`config.mk`:
```
export PLATFORM = sky130hd
export DESIGN_NAME = mul_rr_scheduler
export DESIGN_NICKNAME = d
export VERILOG_FILES = /design/src/rtl/mul_sched_pkg.sv /design/src/rtl/mul_pipe.sv /design/src/rtl/mul_rr_scheduler.sv
export SDC_FILE = /design/constraint.sdc
export NUM_CORES = 1
export LEC_CHECK = 0
export CORE_MARGIN = 2
export CORE_UTILIZATION = 55
export DETAILED_ROUTE_END_ITERATION = 6
export PLACE_DENSITY = 0.82
export SLEW_MARGIN = 20
export SYNTH_ARGS = -nofsm -noshare
export SYNTH_HDL_FRONTEND = slang
export SYNTH_SLANG_ARGS = --single-unit
```
`constraint.sdc`:
```
create_clock -name clk -period 6.1 [get_ports clk]
set_input_delay 1.22 -clock clk [delete_from_list [all_inputs] [get_ports clk]]
set_output_delay 1.22 -clock clk [all_outputs]
set_load 0.05 [all_outputs]
```
`src/rtl/mul_sched_pkg.sv`:
```
// Shared types and helpers for the round-robin multiplier scheduler.
// Holds the default sizing and the id-width rule used by the top and the pipeline.
package mul_sched_pkg;

  localparam int DEF_N_REQ = 4;
  localparam int DEF_W     = 8;
  localparam int DEF_LAT   = 2;

  typedef enum logic {
    MODE_UNSIGNED = 1'b0,
    MODE_SIGNED   = 1'b1
  } sign_mode_e;

  // Requester index width; a lone requester still needs one id bit.
  function automatic int id_width(input int n);
    return (n < 2) ? 1 : $clog2(n);
  endfunction

endpackage

```
`src/rtl/mul_pipe.sv`:
```
// LAT-stage signed/unsigned W x W -> 2W multiplier with a global advance enable.
// Valid and requester id travel alongside the data; data only loads behind a valid.
module mul_pipe
  import mul_sched_pkg::*;
#(
  parameter int W    = DEF_W,
  parameter int LAT  = DEF_LAT,
  parameter int ID_W = 1
) (
  input  logic              clk,
  input  logic              rst,
  input  logic              en_i,
  input  logic              in_valid_i,
  input  logic              in_sign_i,
  input  logic [ID_W-1:0]   in_id_i,
  input  logic [W-1:0]      in_a_i,
  input  logic [W-1:0]      in_b_i,
  output logic              out_valid_o,
  output logic [ID_W-1:0]   out_id_o,
  output logic [2*W-1:0]    out_p_o
);

  typedef struct packed {
    logic            valid;
    logic            sign;
    logic [ID_W-1:0] id;
    logic [W-1:0]    a;
    logic [W-1:0]    b;
  } op_stage_t;

  typedef struct packed {
    logic            valid;
    logic [ID_W-1:0] id;
    logic [2*W-1:0]  p;
  } prod_stage_t;

  // Extending both operands to 2W makes the truncated 2W product exact for either mode.
  function automatic logic [2*W-1:0] mul_ext(input logic [W-1:0] a, input logic [W-1:0] b,
                                             input sign_mode_e mode);
    logic [2*W-1:0] ax;
    logic [2*W-1:0] bx;
    ax = (mode == MODE_SIGNED) ? {{W{a[W-1]}}, a} : {{W{1'b0}}, a};
    bx = (mode == MODE_SIGNED) ? {{W{b[W-1]}}, b} : {{W{1'b0}}, b};
    return ax * bx;
  endfunction

  generate
    if (LAT == 1) begin : g_single
      prod_stage_t out_q;

      always_ff @(posedge clk) begin
        if (rst) begin
          out_q <= '0;
        end else if (en_i) begin
          out_q.valid <= in_valid_i;
          if (in_valid_i) begin
            out_q.id <= in_id_i;
            out_q.p  <= mul_ext(in_a_i, in_b_i, sign_mode_e'(in_sign_i));
          end
        end
      end

      assign out_valid_o = out_q.valid;
      assign out_id_o    = out_q.id;
      assign out_p_o     = out_q.p;
    end else begin : g_multi
      localparam int NP = LAT - 1;

      op_stage_t   op_q;
      prod_stage_t prod_q [NP];

      // NOTE: data fields are reset along with the valids so res/res_id read 0 after
      // reset rather than whatever operands were in flight.
      always_ff @(posedge clk) begin
        if (rst) begin
          op_q <= '0;
          for (int j = 0; j < NP; j++) prod_q[j] <= '0;
        end else if (en_i) begin
          // NOTE: non-blocking assignments let every stage read last cycle's value of
          // the stage before it, which is what makes this a shift rather than a wire.
          op_q.valid <= in_valid_i;
          if (in_valid_i) begin
            op_q.sign <= in_sign_i;
            op_q.id   <= in_id_i;
            op_q.a    <= in_a_i;
            op_q.b    <= in_b_i;
          end

          prod_q[0].valid <= op_q.valid;
          if (op_q.valid) begin
            prod_q[0].id <= op_q.id;
            prod_q[0].p  <= mul_ext(op_q.a, op_q.b, sign_mode_e'(op_q.sign));
          end

          for (int j = 1; j < NP; j++) begin
            prod_q[j].valid <= prod_q[j-1].valid;
            if (prod_q[j-1].valid) begin
              prod_q[j].id <= prod_q[j-1].id;
              prod_q[j].p  <= prod_q[j-1].p;
            end
          end
        end
      end

      assign out_valid_o = prod_q[NP-1].valid;
      assign out_id_o    = prod_q[NP-1].id;
      assign out_p_o     = prod_q[NP-1].p;
    end
  endgenerate

endmodule

```
`src/rtl/mul_rr_scheduler.sv`:
```
// Round-robin front end sharing one pipelined multiplier among N_REQ requesters.
// One grant per unstalled cycle; results return in acceptance order tagged with the id.
module mul_rr_scheduler
  import mul_sched_pkg::*;
#(
  parameter  int N_REQ = DEF_N_REQ,
  parameter  int W     = DEF_W,
  parameter  int LAT   = DEF_LAT,
  localparam int ID_W  = id_width(N_REQ)
) (
  input  logic                 clk,
  input  logic                 rst,
  input  logic [N_REQ-1:0]     req_valid,
  output logic [N_REQ-1:0]     req_ready,
  input  logic [N_REQ*W-1:0]   req_a,
  input  logic [N_REQ*W-1:0]   req_b,
  input  logic [N_REQ-1:0]     req_sign,
  output logic                 res_valid,
  input  logic                 res_ready,
  output logic [2*W-1:0]       res,
  output logic [ID_W-1:0]      res_id
);

  localparam int SW = ID_W + 1;

  logic            stall;
  logic            accept;
  logic            grant_found;
  logic [ID_W-1:0] grant_idx;
  logic [ID_W-1:0] ptr_q;
  logic [ID_W-1:0] ptr_d;
  logic [SW-1:0]   cand_sum;
  logic [ID_W-1:0] cand;
  logic [W-1:0]    sel_a;
  logic [W-1:0]    sel_b;
  logic            sel_sign;

  // A held result blocks the whole pipe; an empty output slot never does.
  assign stall = res_valid & ~res_ready;

  // Search upward from the pointer with wrap-around; first valid requester wins.
  // NOTE: every always_comb output is given a default before any branch so no path
  // leaves it unassigned and no latch is inferred.
  always_comb begin
    grant_found = 1'b0;
    grant_idx   = '0;
    cand_sum    = '0;
    cand        = '0;
    for (int k = 0; k < N_REQ; k++) begin
      cand_sum = {1'b0, ptr_q} + SW'(k);
      if (cand_sum >= SW'(N_REQ)) cand_sum = cand_sum - SW'(N_REQ);
      cand = cand_sum[ID_W-1:0];
      if (!grant_found && req_valid[cand]) begin
        grant_found = 1'b1;
        grant_idx   = cand;
      end
    end
  end

  assign accept = grant_found & ~stall & ~rst;

  always_comb begin
    req_ready = '0;
    sel_a     = '0;
    sel_b     = '0;
    sel_sign  = 1'b0;
    for (int i = 0; i < N_REQ; i++) begin
      if (grant_idx == ID_W'(i)) begin
        req_ready[i] = accept;
        sel_a        = req_a[i*W +: W];
        sel_b        = req_b[i*W +: W];
        sel_sign     = req_sign[i];
      end
    end
  end

  always_comb begin
    ptr_d = ptr_q;
    if (accept) ptr_d = (int'(grant_idx) == N_REQ - 1) ? '0 : grant_idx + 1'b1;
  end

  always_ff @(posedge clk) begin
    if (rst) ptr_q <= '0;
    else     ptr_q <= ptr_d;
  end

  mul_pipe #(
    .W    (W),
    .LAT  (LAT),
    .ID_W (ID_W)
  ) u_pipe (
    .clk         (clk),
    .rst         (rst),
    .en_i        (~stall),
    .in_valid_i  (accept),
    .in_sign_i   (sel_sign),
    .in_id_i     (grant_idx),
    .in_a_i      (sel_a),
    .in_b_i      (sel_b),
    .out_valid_o (res_valid),
    .out_id_o    (res_id),
    .out_p_o     (res)
  );

endmodule

```
# Word level (Yosys, flattened, before mapping)
# Memory sizes are Yosys's and may differ from the RTL's.
# Index checks and enable logic that the tools add are counted.
totals:
  ramBits: 19
  in_bits: 75
  n_memories: 1
  elab_cells: 93
  ff_bits: 22
  out_inout_bits: 23
mem_list:
  columns: ["memory", "words", "width", "rd", "rd_clocked_by_memory_dff", "wr", "line_no", "text"]
  rows:
  - ["u_pipe.g_multi.prod_q", 1, 19, 1, 0, 3, "mul_pipe.sv:70", "prod_stage_t prod_q [NP];"]
op_classes:
  add_sub_neg: 8
  muxes: 50
  eq_ne: 4
  reduce_logical: 9
  n_mul: 1
  magnitude_cmp: 8
  bitwise_logic: 6
op_table:
  columns: ["op", "count"]
  rows:
  - ["8-bit 2-to-1 mux", 8]
  - ["16-bit 2-to-1 mux", 2]
  - ["1-bit 2-to-1 mux", 25]
  - ["2-bit 2-to-1 mux", 10]
  - ["19-bit 2-to-1 mux", 1]
  - ["19-bit OR reduction", 1]
  - ["16-bit by 16-bit multiplier with 16-bit output", 1]
  - ["2-bit by 3-bit < comparator with 1-bit output (second input constant)", 4]
  - ["3-bit >= comparator (second input constant)", 3]
  - ["1-bit binary-select mux with 2-bit select", 4]
  - ["2-bit by 1-bit subtractor with 2-bit output (second input constant)", 4]
  - ["2-bit by 2-bit adder with 3-bit output (second input constant)", 2]
  - ["2-bit by 1-bit == test with 1-bit output (second input constant)", 2]
  - ["2-bit == test (second input constant)", 2]
  - ["2-bit by 1-bit adder with 3-bit output (second input constant)", 1]
  - ["1-bit AND", 3]
  - ["2-bit by 3-bit >= comparator with 1-bit output (second input constant)", 1]
  - ["1-bit logical AND", 3]
  - ["1-bit logical NOT", 3]
  - ["1-bit inverter", 3]
  - ["2-bit by 1-bit adder with 2-bit output (second input constant)", 1]
  - ["2-bit logical NOT", 1]
  - ["2-bit AND reduction", 1]

# Logic depth before layout (Yosys ltp)
depth:
  depth_word: 19
  depth_mapped: 22

# Modules after synthesis
# From an unflattened synthesis, not the netlist that was laid out.
unflattened:
  cells_unflattened: 673
  hier_area_um2: 5779.3
by_module_without_submodules:
  columns: ["mod", "area_each_um2", "n_inst", "cells_per_inst"]
  rows:
  - ["mul_pipe", 5041.1, 1, 559]
  - ["mul_rr_scheduler", 738.2, 1, 114]

# Worst setup path after synthesis
# OpenSTA, ideal clock, no wires.
synth_timing:
  kind: "register to register"
  start: "register u_pipe.g_multi.op_q[15] (netlist bit)"
  end: "memory u_pipe.g_multi.prod_q[0][14] (netlist bit), data pin"
  path_stages_with_launch: 21
  t_required_ns: 5.846
  n_path_buf: 1
  synth_period_minus_slack_ns: 5.278
  path_slack_ns: 0.822
  t_arrival_ns: 5.024
  cell_sequence: "dfxtp_1 -> clkbuf_1 -> and2_1 -> fa_1 -> inv_1 -> fa_1 -> inv_1 -> fa_1 -> inv_1 -> fa_1 -> inv_1 -> fa_1 -> inv_1 -> fa_1 -> inv_1 -> ha_1 -> nor2b_1 -> or4_1 -> o22ai_1 -> xor2_1 -> nor2_1"
synth_lines:
  columns: ["element", "line_no", "text"]
  rows:
  - ["from (decl)", "mul_pipe.sv:69", "op_stage_t op_q;"]
  - ["to (decl)", "mul_pipe.sv:70", null]

==> flow_metrics.tcl <==
set metrics [dict create \
    cts_sinks 41 \
    fin_nets 948 \
    vias 4672 \
    grt_pass1_wl_mm 21.6 \
    antenna_found_initial 0 \
    port-buffer-count 97 \
    yosysSeqAreaShare 0.176 \
    postCtsSetupRepairBufs 0 \
    synth_xor_area_frac 0.0526 \
    status "completed" \
    synth.distinct_cells 48 \
    ir_drop_mv 0.107 \
    fin_worst_skew_ns 0.00801 \
    dieArea_um2 11300 \
    power_density_nw_per_um2 155 \
    gp_congestion 0.931 \
    postSynth.asyncResetShare 0 \
    timing.final.crit_period_ns 5.60 \
    path_clk_slew_ns 0.10 \
    clock.fmax_mhz 179 \
    grt.total_usage 0.237 \
    numCtsBuffers 5 \
    critPathRequiredTime_ns 6.14 \
    cap_violations 0 \
    grt_max_degree 35 \
    crit_arrival_ns 5.64 \
    synth_edf_count 19 \
    via_per_inst 5.29 \
    leakagePower_uw 0.00328 \
    synth_top_family_by_area "adder cells" \
    synth_cells 673 \
    crit_top_cell "inv_1" \
    syn-cell-area_um2 5750 \
    crit_type "flop to flop" \
    finalSetupViolCount 0 \
    critPathTopFamily "adder cells" \
    die_height_um 106 \
    cts_max_path_buffers 2 \
    synthFlopType "dfxtp_1" \
    r2r_slack_ns 0.50 \
    cts_tree "done" \
    diodes 0 \
    min_from "u_pipe.g_multi.op_q[17]" \
    period_share 0.918 \
    relSlewSlack 0.305 \
    hold_depth 2 \
    grt_pass1_vias 4885 \
    reg2reg_depth 20 \
    rsz0062_at_grt "no" \
    die_w_um 106 \
    cp_slowest_cell "dfxtp_1" \
    ant_nets 0 \
    synth-simple-area-share 0.180 \
    drv_slew 0 \
    htreeDepth 2 \
    synth_fp_nets 874 \
    hold_class "flop to flop" \
    max_stage_delay_ns 0.55 \
    max_slew.worst_pin.slew_ns 1.04 \
    crit_path_cell_trace "xor2_1 -> and2_2 -> ha_1 -> inv_1 -> fa_1 -> inv_1 -> fa_1 -> inv_1 -> fa_1 -> inv_1 -> fa_1 -> inv_1 -> fa_1 -> inv_1 -> ha_1 -> nor2b_1 -> or4_1 -> o22ai_1 -> xor2_1 -> nor2_1" \
    hpwl_mm 10.6 \
    final_hold_viol_count 0 \
    synthMuxAreaShare 0.00174 \
    root_buffer "clkbuf_8" \
    endpoint_kind "flop" \
    yosys_warnings 0 \
    post_drt_wl_per_cell_um 14.2 \
    dr.first_iter.drc_count 165 \
    reg2reg_to "u_pipe.g_multi.prod_q[0][14]" \
    holdBufCountCts 0 \
    row_count 37 \
    fp.coreArea_um2 10200 \
    worstSkewPairLatency_ns 0.31 \
    cts_resized 0 \
    start_util 0.562 \
    finalSetupTns_ns 0 \
    cp_max_fo 13 \
    dr.pass1.iters 4 \
    drive_gt1_frac 0.0307 \
    worstReg2RegStart "u_pipe.g_multi.op_q[2]" \
    synth_seq_cells 41 \
    holdPathEnd "u_pipe.g_multi.op_q[17]" \
    grt_overflow 0 \
    critPathBufInv 6 \
    synthAdderAreaFrac 0.363 \
    synth_compound_area_frac 0.123 \
    power_uw 1070 \
    wirelength_mm 12.6 \
    syn_area_per_cell_um2 8.55 \
    io_pins 98 \
    drc 0 \
    start_kind "flop" \
    area_growth_pct 19.9 \
]
==> worst max path at each step <==
stage	slack, ns	depth (start not counted)	from	endpoint
2_1_floorplan	0.82	20	u_pipe.g_multi.op_q[15]	u_pipe.g_multi.prod_q[0][14]
3_3_place_gp	0.68	20	u_pipe.g_multi.op_q[2]	u_pipe.g_multi.prod_q[0][14]
3_5_place_dp	0.50	20	u_pipe.g_multi.op_q[2]	u_pipe.g_multi.prod_q[0][14]
4_1_cts	0.50	20	u_pipe.g_multi.op_q[2]	u_pipe.g_multi.prod_q[0][14]
5_1_grt	0.17	20	u_pipe.g_multi.op_q[2]	u_pipe.g_multi.prod_q[0][14]
6_report	0.50	20	u_pipe.g_multi.op_q[2]	u_pipe.g_multi.prod_q[0][14]
==> cells in the mapped netlist, drive strengths merged (3+ instances only) <==
master / number / area share
inv: 119 / 0.078
fa: 68 / 0.24
and2: 64 / 0.070
nor2: 61 / 0.040
ha: 58 / 0.13
nand2: 39 / 0.027
a21oi: 29 / 0.025
clkbuf: 29 / 0.019
o21ai: 28 / 0.024
xnor2: 25 / 0.038
dfxtp: 22 / 0.077
edfxtp: 19 / 0.099
a22oi: 17 / 0.022
o211ai: 16 / 0.021
and3: 13 / 0.014
buf: 7 / 0.0063
xor2: 7 / 0.011
nor2b: 6 / 0.0078
nand2b: 5 / 0.0054
a21o: 4 / 0.0052
a31oi: 4 / 0.0043
nor3: 4 / 0.0035
a211oi: 3 / 0.0039
o22ai: 3 / 0.0033
==> layout make-up <==
class | instances | area (µm²)
clock buffers | 5 | 68.8
clock inverters | 3 | 28.8
fillers | 805 | 3340
inverters | 120 | 452
multi-input cells | 476 | 4150
flip-flops and latches | 41 | 1010
well taps | 136 | 170
repair buffers | 103 | 1020
==> worst reg2reg max path, stage by stage (launching register included) <==
cell	delay, ns
dfxtp_1	0.55
xor2_1	0.12
and2_2	0.21
ha_1	0.31
inv_1	0.12
fa_1	0.50
inv_1	0.05
fa_1	0.49
inv_1	0.05
fa_1	0.53
inv_1	0.05
fa_1	0.48
inv_1	0.05
fa_1	0.47
inv_1	0.04
ha_1	0.35
nor2b_1	0.16
or4_1	0.41
o22ai_1	0.16
xor2_1	0.17
nor2_1	0.06
==> power by group <==
group / switching, µW / internal (µW) / leakage (µW)
sequential: 48.2 / 318 / 0.000384
clock: 114 / 86.5 / 0.0000511
combinational: 284 / 222 / 0.00284
total: 445 / 626 / 0.00328
==> cells in the final DEF, fill, tap and decap left out, types with 2 or more instances in the layout <==
cell             Yosys  layout
xnor2_1             25      25
nor3_1               4       3
o21bai_1             2       2
and3_1              13      13
buf_4                2       6
or3_1                2       2
o21a_1               2       2
nand2_1             38      38
a21o_1               4       4
dfxtp_1             22      22
xor2_1               7       7
edfxtp_1            19      19
fa_1                68      68
nand3b_1             2       2
ha_1                58      58
o22ai_1              3       3
a211oi_1             3       3
clkbuf_8             0       5
or2_2                2       2
inv_6                0       2
nor2_1              61      61
nand2b_1             5       5
inv_1              119     119
a31oi_1              4       4
o21ai_0             28      28
and2_1              62      62
clkdlybuf4s50_1      0      97
nor2b_1              5       5
o211ai_1            16      16
a21oi_1             29      29
a22oi_1             17      17
==> stage by stage <==
stage | utilization | instances | instance area (µm²) | hold WS, ns | setup slack [ns]
after global routing | 0.674 | 884 | 6900 | 0.548 | 0.174
after detailed placement | 0.664 | 876 | 6800 | 0.481 | 0.498
after global placement | 0.664 | 876 | 6800 | 0.471 | 0.684
after floorplan | - | 673 | 5750 | 0.450 | 0.822
final | 0.674 | 884 | 6900 | 0.504 | 0.499
after CTS | 0.674 | 884 | 6900 | 0.508 | 0.495
==> cell families (layout without fill, tap and decap cells) <==
logic type                 count (synthesis)  count (layout)
muxes                                      1               1
xor gates and xnor gates                  33              33
buffers and inverters                    156             231
adders and majority gates                126             126
AOI/OAI and AO/OA                        113             113
and+or+nand+nor                          203             203
DFF                                       41              41
==> flip-flops by register name, indices dropped and copies added, names as in the netlist <==
name	cells
u_pipe.g_multi.op_q	20
u_pipe.g_multi.prod_q	19
ptr_q	2
==> routing by layer <==
layer,wire length [µm],GRT usage,part of all wire
met1,5380,0.287,0.43
met2,6330,0.441,0.50
met3,747,0.0368,0.059
met4,118,0.0526,0.0094
met5,0,0,0
(Power assumes the default switching activity.)
